[src/rtl/avalon_s_arbiter.sv]
// avalon_s_arbiter: merges NH Avalon-MM host ports onto one device port.
// Arbitration is zero-cycle. The grant is locked while the device stalls.
// Read data returns one cycle after an accepted read and is steered to the
// host that issued that read.
// Optional build macro: AVN_ARB_FIXED_PRIO_EN selects fixed priority, with
// host 0 highest. When it is undefined, arbitration is round-robin.

// Per-host return path: stall steering and read-data steering.
module avalon_s_arbiter_lane #(
  parameter int DW = 32,
  parameter int IW = 1,
  parameter int ID = 0
) (
  input  logic [IW-1:0] gnt,
  input  logic [IW-1:0] rd_id,
  input  logic          rd_pend,
  input  logic          device_waitrequest,
  input  logic [DW-1:0] device_readdata,
  output logic          waitrequest,
  output logic [DW-1:0] readdata
);
  assign waitrequest = (gnt == IW'(ID)) ? device_waitrequest : 1'b1;
  assign readdata    = (rd_pend && (rd_id == IW'(ID))) ? device_readdata : '0;
endmodule

module avalon_s_arbiter #(
  parameter int NH = 2,
  parameter int DW = 32,
  parameter int AW = 32
) (
  input  logic                       clk,
  input  logic                       rst,
  input  logic [NH-1:0]              hosts_avn_read,
  input  logic [NH-1:0]              hosts_avn_write,
  input  logic [NH-1:0][AW-1:0]      hosts_avn_address,
  input  logic [NH-1:0][DW/8-1:0]    hosts_avn_byte_enable,
  input  logic [NH-1:0][DW-1:0]      hosts_avn_writedata,
  output logic [NH-1:0][DW-1:0]      hosts_avn_readdata,
  output logic [NH-1:0]              hosts_avn_waitrequest,
  output logic                       device_avn_read,
  output logic                       device_avn_write,
  output logic [AW-1:0]              device_avn_address,
  output logic [DW/8-1:0]            device_avn_byte_enable,
  output logic [DW-1:0]              device_avn_writedata,
  input  logic [DW-1:0]              device_avn_readdata,
  input  logic                       device_avn_waitrequest
);
  localparam int IW = (NH > 1) ? $clog2(NH) : 1;

  logic [NH-1:0] req;
  logic [IW-1:0] gnt, lock_id, rd_id;
  logic          gnt_valid, accept, locked, rd_pend;

  // Grants are suppressed while reset is held, so the device port stays idle.
  assign req    = (hosts_avn_read | hosts_avn_write) & {NH{rst}};
  assign accept = gnt_valid & ~device_avn_waitrequest;

`ifdef AVN_ARB_FIXED_PRIO_EN
  // Fixed priority: lowest requesting index wins unless a stalled grant is held.
  always_comb begin
    gnt       = '0;
    gnt_valid = 1'b0;
    if (locked) begin
      gnt       = lock_id;
      gnt_valid = req[lock_id];
    end else begin
      for (int k = NH - 1; k >= 0; k--) begin
        if (req[IW'(k)]) begin
          gnt       = IW'(k);
          gnt_valid = 1'b1;
        end
      end
    end
  end
`else
  logic [IW-1:0] rr_ptr;

  // Round-robin: first requester at or after rr_ptr. The search runs in reverse
  // so the last hit, which is the nearest to rr_ptr, wins.
  always_comb begin
    int idx;
    idx       = 0;
    gnt       = '0;
    gnt_valid = 1'b0;
    if (locked) begin
      gnt       = lock_id;
      gnt_valid = req[lock_id];
    end else begin
      for (int k = NH - 1; k >= 0; k--) begin
        idx = (int'(rr_ptr) + k) % NH;
        if (req[IW'(idx)]) begin
          gnt       = IW'(idx);
          gnt_valid = 1'b1;
        end
      end
    end
  end

  // Pointer moves just past the host that completed a transfer.
  always_ff @(posedge clk or negedge rst) begin
    if (!rst)        rr_ptr <= '0;
    else if (accept) rr_ptr <= (gnt == IW'(NH - 1)) ? '0 : gnt + 1'b1;
  end
`endif

  // Lock the grant across device stalls, and track the one-cycle read return.
  always_ff @(posedge clk or negedge rst) begin
    if (!rst) begin
      locked  <= 1'b0;
      lock_id <= '0;
      rd_pend <= 1'b0;
      rd_id   <= '0;
    end else begin
      if (accept) begin
        locked <= 1'b0;
      end else if (gnt_valid) begin
        locked  <= 1'b1;
        lock_id <= gnt;
      end
      rd_pend <= accept & hosts_avn_read[gnt];
      if (accept && hosts_avn_read[gnt]) rd_id <= gnt;
    end
  end

  // The device port mirrors the granted host. With no grant, gnt is 0, so host 0 drives it.
  assign device_avn_read        = hosts_avn_read[gnt] & gnt_valid;
  assign device_avn_write       = hosts_avn_write[gnt] & gnt_valid;
  assign device_avn_address     = hosts_avn_address[gnt];
  assign device_avn_byte_enable = hosts_avn_byte_enable[gnt];
  assign device_avn_writedata   = hosts_avn_writedata[gnt];

  for (genvar i = 0; i < NH; i++) begin : g_lane
    avalon_s_arbiter_lane #(.DW(DW), .IW(IW), .ID(i)) u_lane (
      .gnt                (gnt),
      .rd_id              (rd_id),
      .rd_pend            (rd_pend),
      .device_waitrequest (device_avn_waitrequest),
      .device_readdata    (device_avn_readdata),
      .waitrequest        (hosts_avn_waitrequest[i]),
      .readdata           (hosts_avn_readdata[i])
    );
  end
endmodule
[config.mk]
export PLATFORM = sky130hd
export DESIGN_NAME = avalon_s_arbiter
export DESIGN_NICKNAME = d
export VERILOG_FILES = /design/src/rtl/avalon_s_arbiter.sv
export SDC_FILE = /design/constraint.sdc
export NUM_CORES = 1
export LEC_CHECK = 0
export ABC_CLOCK_PERIOD_IN_PS = 2300
export BUFFER_PORTS_ARGS = -buffer_cell sky130_fd_sc_hd__buf_2
export CAP_MARGIN = 10
export CORE_AREA = 4 4 118 120
export CTS_BUF_LIST = sky130_fd_sc_hd__clkbuf_8
export DETAILED_ROUTE_END_ITERATION = 16
export DIE_AREA = 0 0 122 124
export PLACE_DENSITY_LB_ADDON = 0.05
export SLEW_MARGIN = 20
export SYNTH_ARGS = -nofsm -noshare
export SYNTH_HDL_FRONTEND = slang
export SYNTH_SLANG_ARGS = --single-unit
[constraint.sdc]
create_clock -name clk -period 2.3 [get_ports clk]
set_clock_uncertainty 0.2 [all_clocks]
set_input_delay 0.345 -clock clk [delete_from_list [all_inputs] [get_ports clk]]
set_output_delay 0.345 -clock clk [all_outputs]
set_load 0.01 [all_outputs]
==> impl_metrics.tcl, run 1 <==
set metrics [dict create \
    total_via_count_after_detailed_routing 2638 \
    num_rows 42 \
    post_synth_instance_area_sq_mm 0.001983 \
    synthesis.yosys.warnings 0 \
    grtUsageTotal_pct 10.86 \
    timing.critical_path.slowest_cell_delay_ns 0.37 \
    synth_ff_type "dfrtp_1" \
    grt_util_met1_pct 10.37 \
    clock_insertion_delay_worst_skew_ns 0.22 \
    p_sw_uw 1134 \
    grt_util_met3_pct 3.497 \
    netlist-cell-type-count 30 \
    final_net_count 674 \
    drt_wl_total_um 9595 \
    drv.max_cap_violation_count 0 \
    relSlewSlack_pct 82.25 \
    period_share_pct 101.8 \
    yosys-mux-area-fraction_pct 52.87 \
    synth_cells 190 \
    power.switching_fraction_pct 39.84 \
    vias_in_the_first_global_route 2499 \
    root_buffer "clkbuf_8" \
    synthesis.nets 365 \
    ctsLongestPathBuffers 2 \
    gpl_wtd_cong 0.6601 \
    yosys_register_bits 5 \
    post-dp-hpwl_um 8319 \
    seqPwrFrac_pct 5.4 \
    worst-endpoint-required_ns 1.75 \
    start_util_pct 15.28 \
    avgSynthCellArea_sq_um 10.44 \
    cell_internal_pwr_uw 1713 \
    hold_viol_final 0 \
    largest_family_of_logic_cells_by_synthesized_area "multiplexers" \
    startpoint "locked" \
    port_buffers 310 \
    flip_flop_and_latch_area_sq_um 125.1 \
    xor_and_xnor_area_share_after_synthesis_pct 0 \
    numCtsBuffers 3 \
    core_area_sq_mm 0.01298 \
    grt_start_max_net_pins 34 \
    grt_setup_unrepaired "yes" \
    crit_chain "o21ba_4 -> a32o_4 -> buf_12 -> mux2_2 -> buf_2" \
    final_cell_area_sq_mm 0.004015 \
    routed_wire_length_per_instance_um 14.19 \
    busiest_layer "met2" \
    grt_util_met2_pct 22.03 \
    power.share.combinational_pct 89.1 \
    tightestPinTransition_ns 0.2662 \
    synth-seq-area-share_pct 6.309 \
    synth_adder_area_share_pct 0 \
    die_width_um 122 \
    timing.critical_path.arrival_ns 1.80 \
    setup.worst_path.start_class "flip-flop" \
    first_pass_grt_wire_length_um 12990 \
    area_delta_synth_final_pct 102.5 \
    outcome "finished, violations left" \
    synth-compound-area-share_pct 6.435 \
    critical_path_peak_fanout 23 \
    detail-route-antenna-nets 0 \
    final_max_slew_viol_count 0 \
    failed_checks "setup timing" \
    drt_pass1_iterations 4 \
    die_area_sq_mm 0.01513 \
    synth_simple_gate_area_share_pct 23.79 \
    synth_edf_count 0 \
    cts.repair_timing.setup_buffer_count 0 \
    fillCellCount 1418 \
    layout-drive-gt1-share_pct 80.12 \
    synth.area.top_cells "mux2_4, and3_1, and2_1" \
    drc 0 \
    timing.setup.critical_path_class "flip-flop to primary output" \
    power.static_leakage_uw 0.002515 \
    maxClockFrequency_mhz 426.9 \
    cp-end-kind "primary output" \
    hold_start "device_avn_waitrequest" \
    ir_drop_mv 0.2191 \
    die_span_in_y_um 124 \
    final_critical_path_setup_slack_ns -0.04232 \
    initialDrtViolationCount 56 \
    cts_num_sinks 5 \
    layout_min_cycle_time_ns 2.342 \
    r2r_start "lock_id" \
    area_of_the_multi_input_gates_sq_mm 0.001659 \
    grt-ovfl-total 0 \
    fin_setup_tns_ns -0.7478 \
    leading_area_contributor_after_synthesis "mux2_4" \
    critical-path-slowest-cell "dfrtp_1" \
    async_flop_share_pct 100.0 \
    synth_top_area_share_pct 50.73 \
    ctsHtreeMaxLevel 1 \
    antenna_found_initial 3 \
    clkPwrFrac_pct 5.4 \
    powerDensity_mw_per_mm2 709.1 \
    io-pin-count 311 \
    hold-worst-slack_ns 0.3286 \
    class_of_the_worst_hold_path "input pin to flip-flop" \
    route.detailed.vias_per_inst 3.902 \
    clk_pin_slew_worst_paths_ns 0.03 \
    dpl_cell_area_sq_mm 0.003686 \
    finalSetupViolations 37 \
    cts_tree "built" \
]
worst max-delay path, delay by kind of cell (launching register included):
kind | cells | cell delay [ns]
multiplexers | 1 | 0.36
AO/OA/AOI/OAI | 2 | 0.48
buffers and inverters | 2 | 0.35
flip-flops | 1 | 0.37
Yosys cell counts (3+ instances only):
library cell and number:
dfrtp_1 5, mux2_4 67, buf_6 3, buf_12 6, nor2b_1 3, and3_1 34, and2_1 32, clkbuf_1 9
area by class of cell:
cell class	instances	share of cell area [%]
multi-input combinational	163	41.32
antenna	2	0.1246
clock buffer	3	1.028
clock inverter	1	0.09349
sequential	5	3.116
inverter	2	0.1870
tap	176	5.485
timing repair buffer	324	48.64
registers in the layout, summed over array words and instances, names as in the netlist:
name	count
lock_id	1
locked	1
rd_id	1
rd_pend	1
rr_ptr	1
layer usage:
layer  part of all wire (%)  up-vias
li1                       -     1304
met1                     31     1170
met2                     56      158
met3                     11        6
met4                    1.0        0
met5                      0        -
cell families after synthesis:
family,count (synthesis)
muxes,71
and+or+nand+nor,77
DFF,5
buffers and inverters,22
AOI/OAI and AO/OA,15
power groups by stage:
stage | logic, uW | clock network, uW | registers [uW]
global placement | 2290 | 0 | 156
detailed placement | 2280 | 0 | 154
floorplan | 1670 | 0 | 156
global route | 2720 | 165 | 159
finish | 2540 | 154 | 155
CTS | 2580 | 158 | 154
final timing paths:
| path | slack, ns | cells after the start | end |
|---|---|---|---|
| min in group asynchronous | 0.53 | 3 | rr_ptr |
| hold reg to reg | 0.50 | 2 | lock_id |
| setup / recovery | -0.04 | 5 | device_avn_address[31] |
| hold / removal | 0.33 | 3 | lock_id |
| max in group asynchronous | 1.16 | 3 | locked |
| setup reg to reg | 0.73 | 3 | rd_id |
cells in the final DEF (no fill, tap or decap):
| master | count |
|---|---|
| buf_2 | 267 |
| mux2_4 | 67 |
| buf_6 | 43 |
| and3_1 | 34 |
| and2_1 | 32 |
| buf_4 | 11 |
| dfrtp_1 | 5 |
| nor2b_1 | 3 |
| inv_1 | 3 |
| clkbuf_8 | 3 |
| diode_2 | 2 |
| nand2_1 | 2 |
| o21a_1 | 2 |
| a21oi_1 | 2 |
| mux2i_1 | 2 |
| mux2_2 | 2 |
| nand2b_1 | 2 |
| a22o_1 | 2 |
| buf_12 | 2 |
| o21ba_4 | 1 |
| a32o_4 | 1 |
| o211a_1 | 1 |
| a21o_1 | 1 |
| a211o_1 | 1 |
| o311a_1 | 1 |
| nor3_1 | 1 |
| nor2_1 | 1 |
| or2_2 | 1 |
| a31o_2 | 1 |
| o21ai_0 | 1 |
| nand3_1 | 1 |
| o2111ai_1 | 1 |
| dlygate4sd3_1 | 1 |
per-stage QoR:
stage | utilization [%] | power, uW | setup slack (ns) | cells
after floorplan | - | 1830 | 0.1988 | 190
after global routing | 30.93 | 3042 | -0.1094 | 676
after detailed placement | 28.40 | 2433 | 0.05868 | 669
after CTS | 30.89 | 2889 | -0.06153 | 674
after global placement | 28.40 | 2448 | 0.07767 | 669
final | 30.93 | 2847 | -0.04232 | 676
what timing repair did:
| item | in CTS | in global routing |
|---|---|---|
| resized for setup | 43 | 0 |
| hold buffers | 1 | 0 |
| hold endpoints to repair | 5 | 0 |
| setup endpoints to repair | 68 | 69 |
Note: power is estimated with default switching activity, not from simulation.
==> inputs of run 2 (changes only) <==
==> constraint.sdc (replaced) <==
create_clock -name clk -period 2.3 [get_ports clk]
set_clock_uncertainty 0.2 [all_clocks]
set_input_delay 0.46 -clock clk [delete_from_list [all_inputs] [get_ports clk]]
set_output_delay 0.46 -clock clk [all_outputs]
set_load 0.01 [all_outputs]
==> run 2 against run 1 <==
- the run still ends with setup timing left
- combinational power is 18% higher
- sequential share of layout area is 0.19 points lower
- wire length is 4.7% higher
- flip-flop and latch count stayed put
- critical endpoint is now device_avn_writedata[4]
==> impl_metrics.tcl, run 2 (synthesis gave the netlist of run 1 again) <==
set metrics [dict create \
    ir_drop_mv 0.2109 \
    first_pass_grt_wire_length_um 12720 \
    port_buffers 310 \
    powerDensity_mw_per_mm2 767.4 \
    numCtsBuffers 3 \
    r2r_start "locked" \
    ctsLongestPathBuffers 2 \
    class_of_the_worst_hold_path "input pin to flip-flop" \
    routed_wire_length_per_instance_um 14.65 \
    drt_pass1_iterations 4 \
    grt_util_met3_pct 3.815 \
    grt-ovfl-total 0 \
    maxClockFrequency_mhz 401.0 \
    vias_in_the_first_global_route 2553 \
    grt_util_met1_pct 9.639 \
    route.detailed.vias_per_inst 3.958 \
    failed_checks "setup timing" \
    start_util_pct 15.28 \
    clk_pin_slew_worst_paths_ns 0.03 \
    final_critical_path_setup_slack_ns -0.1936 \
    initialDrtViolationCount 41 \
    critical_path_peak_fanout 6 \
    die_area_sq_mm 0.01513 \
    dpl_cell_area_sq_mm 0.003694 \
    outcome "finished, violations left" \
    fillCellCount 1397 \
    power.static_leakage_uw 0.002644 \
    cts_tree "built" \
    io-pin-count 311 \
    grt_setup_unrepaired "yes" \
    most_frequent_cells_in_the_layout "buf_2, mux2_4, buf_6" \
    worst-endpoint-required_ns 1.64 \
    worst_r2r_endpoint "rd_id" \
    area_of_the_multi_input_gates_sq_mm 0.001663 \
    final_max_slew_viol_count 0 \
    period_share_pct 108.4 \
    layout.core_utilization_pct 32.98 \
    area_delta_synth_final_pct 115.8 \
    drc 0 \
    clock_insertion_delay_worst_skew_ns 0.22 \
    layout-drive-gt1-share_pct 80.59 \
    flip_flop_and_latch_area_sq_um 125.1 \
    grtUsageTotal_pct 10.57 \
    setup.reg_to_reg.worst_slack_ns 0.76 \
    grt_start_max_net_pins 34 \
    antenna_found_initial 4 \
    hold-worst-slack_ns 0.4376 \
    hold_viol_final 0 \
    r2r.worst_path.cells 4 \
    cts_num_sinks 5 \
    startpoint "hosts_avn_write[0]" \
    setup.worst_path.start_class "input pin" \
    layoutNonFillerInstCount 686 \
    root_buffer "clkbuf_8" \
    detail-route-antenna-nets 0 \
    relSlewSlack_pct 82.85 \
    die_span_in_y_um 124 \
    post-dp-hpwl_um 8298 \
    total_via_count_after_detailed_routing 2715 \
    timing.critical_path.arrival_ns 1.83 \
    layout.cells.most_common "buf_2" \
    grt_util_met2_pct 21.89 \
    drt_wl_total_um 10050 \
    gpl_wtd_cong 0.6463 \
    final_cell_area_sq_mm 0.004280 \
    ctsHtreeMaxLevel 1 \
    tightestPinTransition_ns 0.2564 \
    final_net_count 686 \
    busiest_layer "met2" \
    die_width_um 122 \
    finalSetupViolations 69 \
    placedCellCount 670 \
    num_rows 42 \
    layout_min_cycle_time_ns 2.494 \
    antenna-diode-count 0 \
    cp-end-kind "primary output" \
    core_area_sq_mm 0.01298 \
    worst_setup_path_endpoint "device_avn_writedata[4]" \
    timing.setup.critical_path_class "input pin to primary output" \
    drv.max_cap_violation_count 0 \
]
[run 2: report_power, final]
| group | switching (uW) | internal (uW) |
|---|---|---|
| Sequential | 20.6 | 120 |
| Combinational | 1170 | 1810 |
| Clock | 43.6 | 114 |
[run 2: critical path, cell delays in order]
cell       delay (ns)
buf_2            0.11
o21ba_4          0.19
a32o_4           0.31
clkbuf_16        0.17
clkbuf_16        0.16
mux2_4           0.30
buf_6            0.12
[run 2: worst min-delay path by stage]
stage / from / to / cells past startpoint
after floorplan: rst / lock_id / 0
after global placement: rst / rr_ptr / 2
after detailed placement: rst / rr_ptr / 2
after CTS: device_avn_waitrequest / lock_id / 3
after global routing: device_avn_waitrequest / lock_id / 3
final: device_avn_waitrequest / lock_id / 3
[run 2: timing repair]
item                                    4_1_cts  5_1_grt
pin swaps                                     0        2
cloned                                        0        7
hold endpoints to repair                      5        0
hold buffers                                  1        0
resized for setup                            43       21
buffers inserted                              0        4
endpoints found under the setup margin       68       68
[run 2: cell type report]
class                           count  area share, %
Timing Repair Buffer              336          51.86
Sequential cell                     5          2.923
Clock buffer                        3         0.9646
Tap cell                          176          5.145
Multi-Input combinational cell    163          38.85
Inverter                            2         0.1754
Clock inverter                      1        0.08769
[run 2: layer usage]
layer  vias to the layer above  wire length, um
li1                       1329                -
met4                         6              127
met5                         -               43
met1                      1197             3081
met3                        16             1212
met2                       167             5585
[run 2: per-stage QoR]
step | TNS (ns) | worst slack [ns] | total power (uW)
3_5_place_dp | -11.72 | -0.1888 | 2439
2_1_floorplan | 0 | 0.007408 | 1830
3_3_place_gp | -11.01 | -0.1775 | 2461
5_1_grt | -14.31 | -0.2272 | 3492
6_report | -11.30 | -0.1936 | 3285
4_1_cts | -12.26 | -0.2050 | 2897
